File: src/rtl/pwm_csr_pkg.sv
// Shared definitions for the PWM_CSR bus initiator: register map, ctrl mask,
// FSM state encoding, bus operation codes and the ctrl readback compare.
package pwm_csr_pkg;

  localparam logic [15:0] ADDR_CTRL       = 16'd0;
  localparam logic [15:0] ADDR_DIVISOR    = 16'd2;
  localparam logic [15:0] ADDR_PERIOD     = 16'd4;
  localparam logic [15:0] ADDR_DUTY_CYCLE = 16'd6;
  localparam logic [7:0]  CTRL_MASK       = 8'hDF;

  localparam int unsigned NumWrites = 4;
  localparam int unsigned NumReads  = 4;

  typedef enum logic [3:0] {
    StIdle,
    StWDiv,
    StWPer,
    StWDuty,
    StWCtrl,
    StRDiv,
    StRPer,
    StRDuty,
    StRCtrl,
    StDone
  } state_e;

  typedef enum logic [1:0] {
    OpNone,
    OpWrite,
    OpRead
  } bus_op_e;

  // Bit 5 of ctrl is not stored by the slave, so it is excluded from the check.
  function automatic logic ctrl_match(input logic [15:0] rd, input logic [7:0] exp);
    return (rd[15:8] == 8'h00) && ((rd[7:0] & CTRL_MASK) == (exp & CTRL_MASK));
  endfunction

endpackage

File: src/rtl/pwm_csr_bus_drv.sv
// Registered bus driver: turns {op, addr, data} into one-cycle strobes and
// checks readdata during read cycles. Readback logic exists only with PWM_CSR_READBACK_EN.
module pwm_csr_bus_drv
  import pwm_csr_pkg::*;
(
  input  logic        i_clk,
  input  logic        i_reset,
  input  bus_op_e     i_op,
  input  logic [15:0] i_addr,
  input  logic [15:0] i_data,
  input  logic        i_is_ctrl,
  input  logic [15:0] i_readdata,
  output logic        o_chipselect,
  output logic        o_write_enable,
  output logic        o_read_enable,
  output logic [15:0] o_address,
  output logic [15:0] o_writedata,
  output logic        o_mismatch
);

  logic        r_cs;
  logic        r_we;
  logic [15:0] r_addr;
  logic [15:0] r_wdata;

  always_ff @(posedge i_clk) begin
    if (i_reset) begin
      r_cs    <= 1'b0;
      r_we    <= 1'b0;
      r_addr  <= '0;
      r_wdata <= '0;
    end else begin
      r_cs    <= (i_op != OpNone);
      r_we    <= (i_op == OpWrite);
      r_addr  <= (i_op != OpNone) ? i_addr : '0;
      r_wdata <= (i_op == OpWrite) ? i_data : '0;
    end
  end

  assign o_chipselect   = r_cs;
  assign o_write_enable = r_we;
  assign o_address      = r_addr;
  assign o_writedata    = r_wdata;

`ifdef PWM_CSR_READBACK_EN
  logic        r_re;
  logic [15:0] r_exp;
  logic        r_is_ctrl;
  logic        w_match;

  always_ff @(posedge i_clk) begin
    if (i_reset) begin
      r_re      <= 1'b0;
      r_exp     <= '0;
      r_is_ctrl <= 1'b0;
    end else begin
      r_re      <= (i_op == OpRead);
      r_exp     <= (i_op == OpRead) ? i_data : '0;
      r_is_ctrl <= (i_op == OpRead) && i_is_ctrl;
    end
  end

  // readdata is combinational from the slave, so compare in the read cycle itself.
  assign w_match       = r_is_ctrl ? ctrl_match(i_readdata, r_exp[7:0]) : (i_readdata == r_exp);
  assign o_read_enable = r_re;
  assign o_mismatch    = r_re && !w_match;
`else
  logic w_unused_rb;
  assign w_unused_rb   = ^{i_readdata, i_is_ctrl};
  assign o_read_enable = 1'b0;
  assign o_mismatch    = 1'b0;
`endif

endmodule

File: src/rtl/pwm_csr_master.sv
// PWM_CSR bus initiator: accepts a configuration and writes div, period, duty, ctrl.
// Optional readback and compare of all four registers under PWM_CSR_READBACK_EN.
module pwm_csr_master
  import pwm_csr_pkg::*;
(
  input  logic        i_clk,
  input  logic        i_reset,
  input  logic        i_cfg_valid,
  output logic        o_cfg_ready,
  input  logic [7:0]  i_cfg_ctrl,
  input  logic [15:0] i_cfg_divisor,
  input  logic [15:0] i_cfg_period,
  input  logic [15:0] i_cfg_duty,
  output logic        o_done,
  output logic        o_err,
  output logic        o_chipselect,
  output logic        o_write_enable,
  output logic        o_read_enable,
  output logic [15:0] o_address,
  output logic [15:0] o_writedata,
  input  logic [15:0] i_readdata
);

  state_e      r_state;
  state_e      w_state_d;
  logic [7:0]  r_ctrl;
  logic [15:0] r_divisor;
  logic [15:0] r_period;
  logic [15:0] r_duty;
  logic        r_mismatch;
  logic        r_err;

  bus_op_e     w_op;
  logic [15:0] w_addr;
  logic [15:0] w_data;
  logic        w_is_ctrl;
  logic        w_accept;
  logic        w_reject;
  logic        w_mismatch;

  // Bus outputs are registered, so each state issues the access of the state it moves to.
  always_comb begin
    w_state_d = r_state;
    w_op      = OpNone;
    w_addr    = '0;
    w_data    = '0;
    w_is_ctrl = 1'b0;
    w_accept  = 1'b0;
    w_reject  = 1'b0;
    unique case (r_state)
      StIdle: begin
        if (i_cfg_valid) begin
          w_accept = 1'b1;
          if (i_cfg_duty > i_cfg_period) begin
            w_reject  = 1'b1;
            w_state_d = StDone;
          end else begin
            w_state_d = StWDiv;
            w_op      = OpWrite;
            w_addr    = ADDR_DIVISOR;
            w_data    = i_cfg_divisor;
          end
        end
      end
      StWDiv: begin
        w_state_d = StWPer;
        w_op      = OpWrite;
        w_addr    = ADDR_PERIOD;
        w_data    = r_period;
      end
      StWPer: begin
        w_state_d = StWDuty;
        w_op      = OpWrite;
        w_addr    = ADDR_DUTY_CYCLE;
        w_data    = r_duty;
      end
      StWDuty: begin
        w_state_d = StWCtrl;
        w_op      = OpWrite;
        w_addr    = ADDR_CTRL;
        w_data    = {8'h00, r_ctrl};
      end
`ifdef PWM_CSR_READBACK_EN
      StWCtrl: begin
        w_state_d = StRDiv;
        w_op      = OpRead;
        w_addr    = ADDR_DIVISOR;
        w_data    = r_divisor;
      end
      StRDiv: begin
        w_state_d = StRPer;
        w_op      = OpRead;
        w_addr    = ADDR_PERIOD;
        w_data    = r_period;
      end
      StRPer: begin
        w_state_d = StRDuty;
        w_op      = OpRead;
        w_addr    = ADDR_DUTY_CYCLE;
        w_data    = r_duty;
      end
      StRDuty: begin
        w_state_d = StRCtrl;
        w_op      = OpRead;
        w_addr    = ADDR_CTRL;
        w_data    = {8'h00, r_ctrl};
        w_is_ctrl = 1'b1;
      end
      StRCtrl: w_state_d = StDone;
`else
      StWCtrl: w_state_d = StDone;
`endif
      StDone:  w_state_d = StIdle;
      default: w_state_d = StIdle;
    endcase
  end

  always_ff @(posedge i_clk) begin
    if (i_reset) begin
      r_state    <= StIdle;
      r_ctrl     <= '0;
      r_divisor  <= '0;
      r_period   <= '0;
      r_duty     <= '0;
      r_mismatch <= 1'b0;
      r_err      <= 1'b0;
    end else begin
      r_state <= w_state_d;
      if (w_accept) begin
        r_ctrl     <= i_cfg_ctrl;
        r_divisor  <= i_cfg_divisor;
        r_period   <= i_cfg_period;
        r_duty     <= i_cfg_duty;
        r_mismatch <= 1'b0;
        r_err      <= w_reject;
      end else begin
        if (w_mismatch) begin
          r_mismatch <= 1'b1;
        end
        // Include the final read's compare, which is only visible in this cycle.
        if (w_state_d == StDone) begin
          r_err <= r_mismatch | w_mismatch;
        end
      end
    end
  end

`ifndef PWM_CSR_READBACK_EN
  logic w_unused_divisor;
  assign w_unused_divisor = ^r_divisor;
`endif

  pwm_csr_bus_drv u_bus_drv (
    .i_clk          (i_clk),
    .i_reset        (i_reset),
    .i_op           (w_op),
    .i_addr         (w_addr),
    .i_data         (w_data),
    .i_is_ctrl      (w_is_ctrl),
    .i_readdata     (i_readdata),
    .o_chipselect   (o_chipselect),
    .o_write_enable (o_write_enable),
    .o_read_enable  (o_read_enable),
    .o_address      (o_address),
    .o_writedata    (o_writedata),
    .o_mismatch     (w_mismatch)
  );

  assign o_cfg_ready = (r_state == StIdle);
  assign o_done      = (r_state == StDone);
  assign o_err       = r_err;

endmodule

File: config.mk
export PLATFORM = sky130hd
export DESIGN_NAME = pwm_csr_master
export DESIGN_NICKNAME = d
export VERILOG_FILES = /design/src/rtl/pwm_csr_pkg.sv /design/src/rtl/pwm_csr_bus_drv.sv /design/src/rtl/pwm_csr_master.sv
export SDC_FILE = /design/constraint.sdc
export NUM_CORES = 1
export LEC_CHECK = 0
export ABC_AREA = 0
export CAP_MARGIN = 20
export CORE_ASPECT_RATIO = 1.2
export CORE_MARGIN = 5
export CORE_UTILIZATION = 45
export DETAILED_ROUTE_END_ITERATION = 8
export PLACE_DENSITY = 0.91
export SLEW_MARGIN = 20
export SYNTH_ARGS = -nofsm -noshare
export SYNTH_HDL_FRONTEND = slang
export SYNTH_SLANG_ARGS = --single-unit
File: constraint.sdc
create_clock -name i_clk -period 2.6 [get_ports i_clk]
set_input_delay 0.26 -clock i_clk [delete_from_list [all_inputs] [get_ports i_clk]]
set_output_delay 0.26 -clock i_clk [all_outputs]
set_load 0.01 [all_outputs]
==> impl_metrics.toml <==
[final_layout]
syn_to_final_growth_pct = 32.14
post-route-util_pct = 61.62
n_antenna_cell = 0
instances_no_fill = 571
drive_above_1_share_pct = 13.22
layout.nets = 570

[setup_path]
critPathRequiredTime_ns = 2.86
crit_fanout = 17
setup.worst_path.start = "i_cfg_period[13]"
crit_type = "in -> reg"
r2r-end = "u_bus_drv.o_writedata[12]"
worstRegToRegCells = 5
r2r_setup_slack_ns = 0.55
r2r-start = "r_state[1]"
cp-end-kind = "register"
crit_arrival_ns = 2.69
worstSetupStartpointType = "primary input"

[power_and_ir_drop]
ir_worst_vdd_mv = 0.2890
powerDensity_nw_per_um2 = 572.7
sw_frac_of_total_pct = 28.58
power_uw = 2434
p_comb_share_pct = 22.0
clockPowerShare_pct = 32.2
p_leak_uw = 0.001712
p_seq_share_pct = 45.7
internal-power_uw = 1738
switchingPower_uw = 695.6

[sta]
rsz0062_at_grt = "no"
max_freq_mhz = 411.5
finalSetupViolCount = 0
slew_headroom_pct = 50.01
drv_slew = 0
skew_ns = 0.004224
tightest_slew_ns = 0.7488
hold_viol_final = 0
period_needed_ns = 2.430
setup_slack_ns = 0.1698
fin_crit_sh_pct = 93.47

[global_routing]
gr-usage-all-layers_pct = 19.20
grt_pass1_wl_mm = 13.71
overflow = 0
grt_max_degree = 41
grt_pass1_vias = 3015
antenna_found_initial = 0

[place]
hpwl_mm = 6.241
port_buffers = 81
placed_cells = 555
dp_slack_ns = -0.1268
gp_routability_congestion = 0.8680

[cts]
cts_made_buffers = 9
ctsHoldBuffers = 0
clockBufferDepth = 2
cts_resized = 0
cts_tree = "done"
post_cts_buffers = 0
cts-root-buf = "clkbuf_8"
clk_latency_ns = 0.34
cts_sinks = 64
cts.clk_slew.worst_paths_ns = 0.07
cts_max_level = 3

[detailed_routing]
wirelength_mm = 8.573
via_per_inst = 5.343
antenna_left = 0
vias = 3051
drt-initial-drc-count = 248
wl_per_cell_microns = 15.01
drc_errors = 0
first_pass_iters = 5

[logic_synthesis]
synth_most_common_cell = "nand2_1"
synth_area_sq_um = 3216
synth_edf_count = 0
synthTopCellsByArea = "dfxtp_1, nand2_1, a21oi_1, ha_1, buf_4"
synth_common_cells = "nand2_1, dfxtp_1, a21oi_1"
synth_cell_types = 42
ys_seq_elements = 64
synthCells = 401
synth_ff_type = "dfxtp_1"
synth-seq-area-share_pct = 39.84
yosys_warnings = 0
yosysTopAreaCell = "dfxtp_1"
synth_top_area_share_pct = 39.84
ys_async_sr_fraction_pct = 0
avgSynthCellArea_sq_um = 8.019

[floorplan]
rows = 33
fp.dieW_microns = 87.17
die_h_microns = 102.6
start_util_pct = 46.63
ios = 113
core_sq_um = 6895
die_area_sq_um = 8943

[min_path]
hp-start = "r_ctrl[1]"
holdPathStages = 2
hp-class = "reg -> reg"
worst_hold_path.endpoint = "r_ctrl[1]"

[run_status]
outcome = "finished clean"

[job]
max_cap_viol_count = 0
how the worst max path moves through the flow:
stage | cells past startpoint | slack [ns] | end
2_1_floorplan | 7 | 0.63 | r_state[3]
3_5_place_dp | 11 | -0.13 | u_bus_drv.o_writedata[12]
6_report | 11 | 0.17 | u_bus_drv.o_writedata[12]
3_3_place_gp | 11 | -0.05 | u_bus_drv.o_writedata[9]
4_1_cts | 11 | 0.23 | u_bus_drv.o_writedata[12]
5_1_grt | 11 | 0.13 | u_bus_drv.o_writedata[9]
cells by family (layout without fill, tap and decap cells):
group,Yosys count,count (layout),share of synthesized area [%]
buf+inv,59,128,9.572
other cells,1,15,0.1166
mux,8,8,2.802
flops,64,64,39.84
simple gates,144,144,19.92
compound gates,109,109,21.52
fa+ha+maj,16,16,6.226
worst max-delay path: stages:
cell and delay, ns:
clkdlybuf4s50_1 0.49, inv_1 0.05, ha_1 0.30, a21o_1 0.16
a21o_1 0.17, a2111oi_0 0.49, buf_4 0.20, nand3b_1 0.06
buf_4 0.16, buf_12 0.15, o21ai_0 0.20
registers in the layout, indices dropped and copies added (netlist names):
name                      count
r_ctrl                        8
u_bus_drv.o_write_enable      1
r_state                       4
u_bus_drv.o_writedata        16
u_bus_drv.o_address           2
o_err                         1
r_duty                       16
r_period                     16
layout by cell type, fill, tap and decap left out, drive strengths merged:
master and instances:
a2111oi 1, a21o 2, a21oi 64, a22o 1, a22oi 16, a31o 1, a31oi 1, and2 1
and3 2, and3b 1, buf 15, clkbuf 13, clkdlybuf4s50 81, clkinv 3, conb 15, dfxtp 64
ha 16, inv 16, mux2 8, nand2 99, nand3b 2, nand4 4, nor2 22, nor2b 3
nor3 4, nor4 2, nor4b 1, o211ai 1, o21a 2, o21ai 18, o31ai 1, o41ai 1
or2 1, or3 1, or4 1
layout make-up:
class	count	area [sq um]
clock buffer	13	168.9
clock inverter	3	15.01
fill	546	2646
inverter	16	60.06
multi-input combinational	292	1679
sequential	64	1281
tap	87	108.9
timing repair buffer	96	935.9
power groups by stage:
stage	sequential [uW]	combinational (uW)	clock, uW
6_report	1110	536	785
5_1_grt	1120	582	841
2_1_floorplan	1120	314	0
4_1_cts	1110	532	793
3_5_place_dp	1130	525	0
3_3_place_gp	1130	507	0
layer usage:
layer  up-vias  global-route usage [%]  wire length, microns
met3        21                   3.597                   626
met1      1413                   23.07                  3488
li1       1485                       -                     -
met5         -                       0                     0
met4         0                   8.264                   204
met2       132                   33.43                  4254
stage by stage:
| stage | area, sq um | hold slack [ns] | TNS, ns |
|---|---|---|---|
| after floorplan | 3268 | 0.3640 | 0 |
| after global placement | 4065 | 0.4413 | -0.6075 |
| after detailed placement | 4065 | 0.4469 | -1.496 |
| after CTS | 4249 | 0.4551 | 0 |
| after global routing | 4249 | 0.4711 | 0 |
| final | 4249 | 0.4535 | 0 |
No activity file was read; power rests on OpenSTA's default activity.
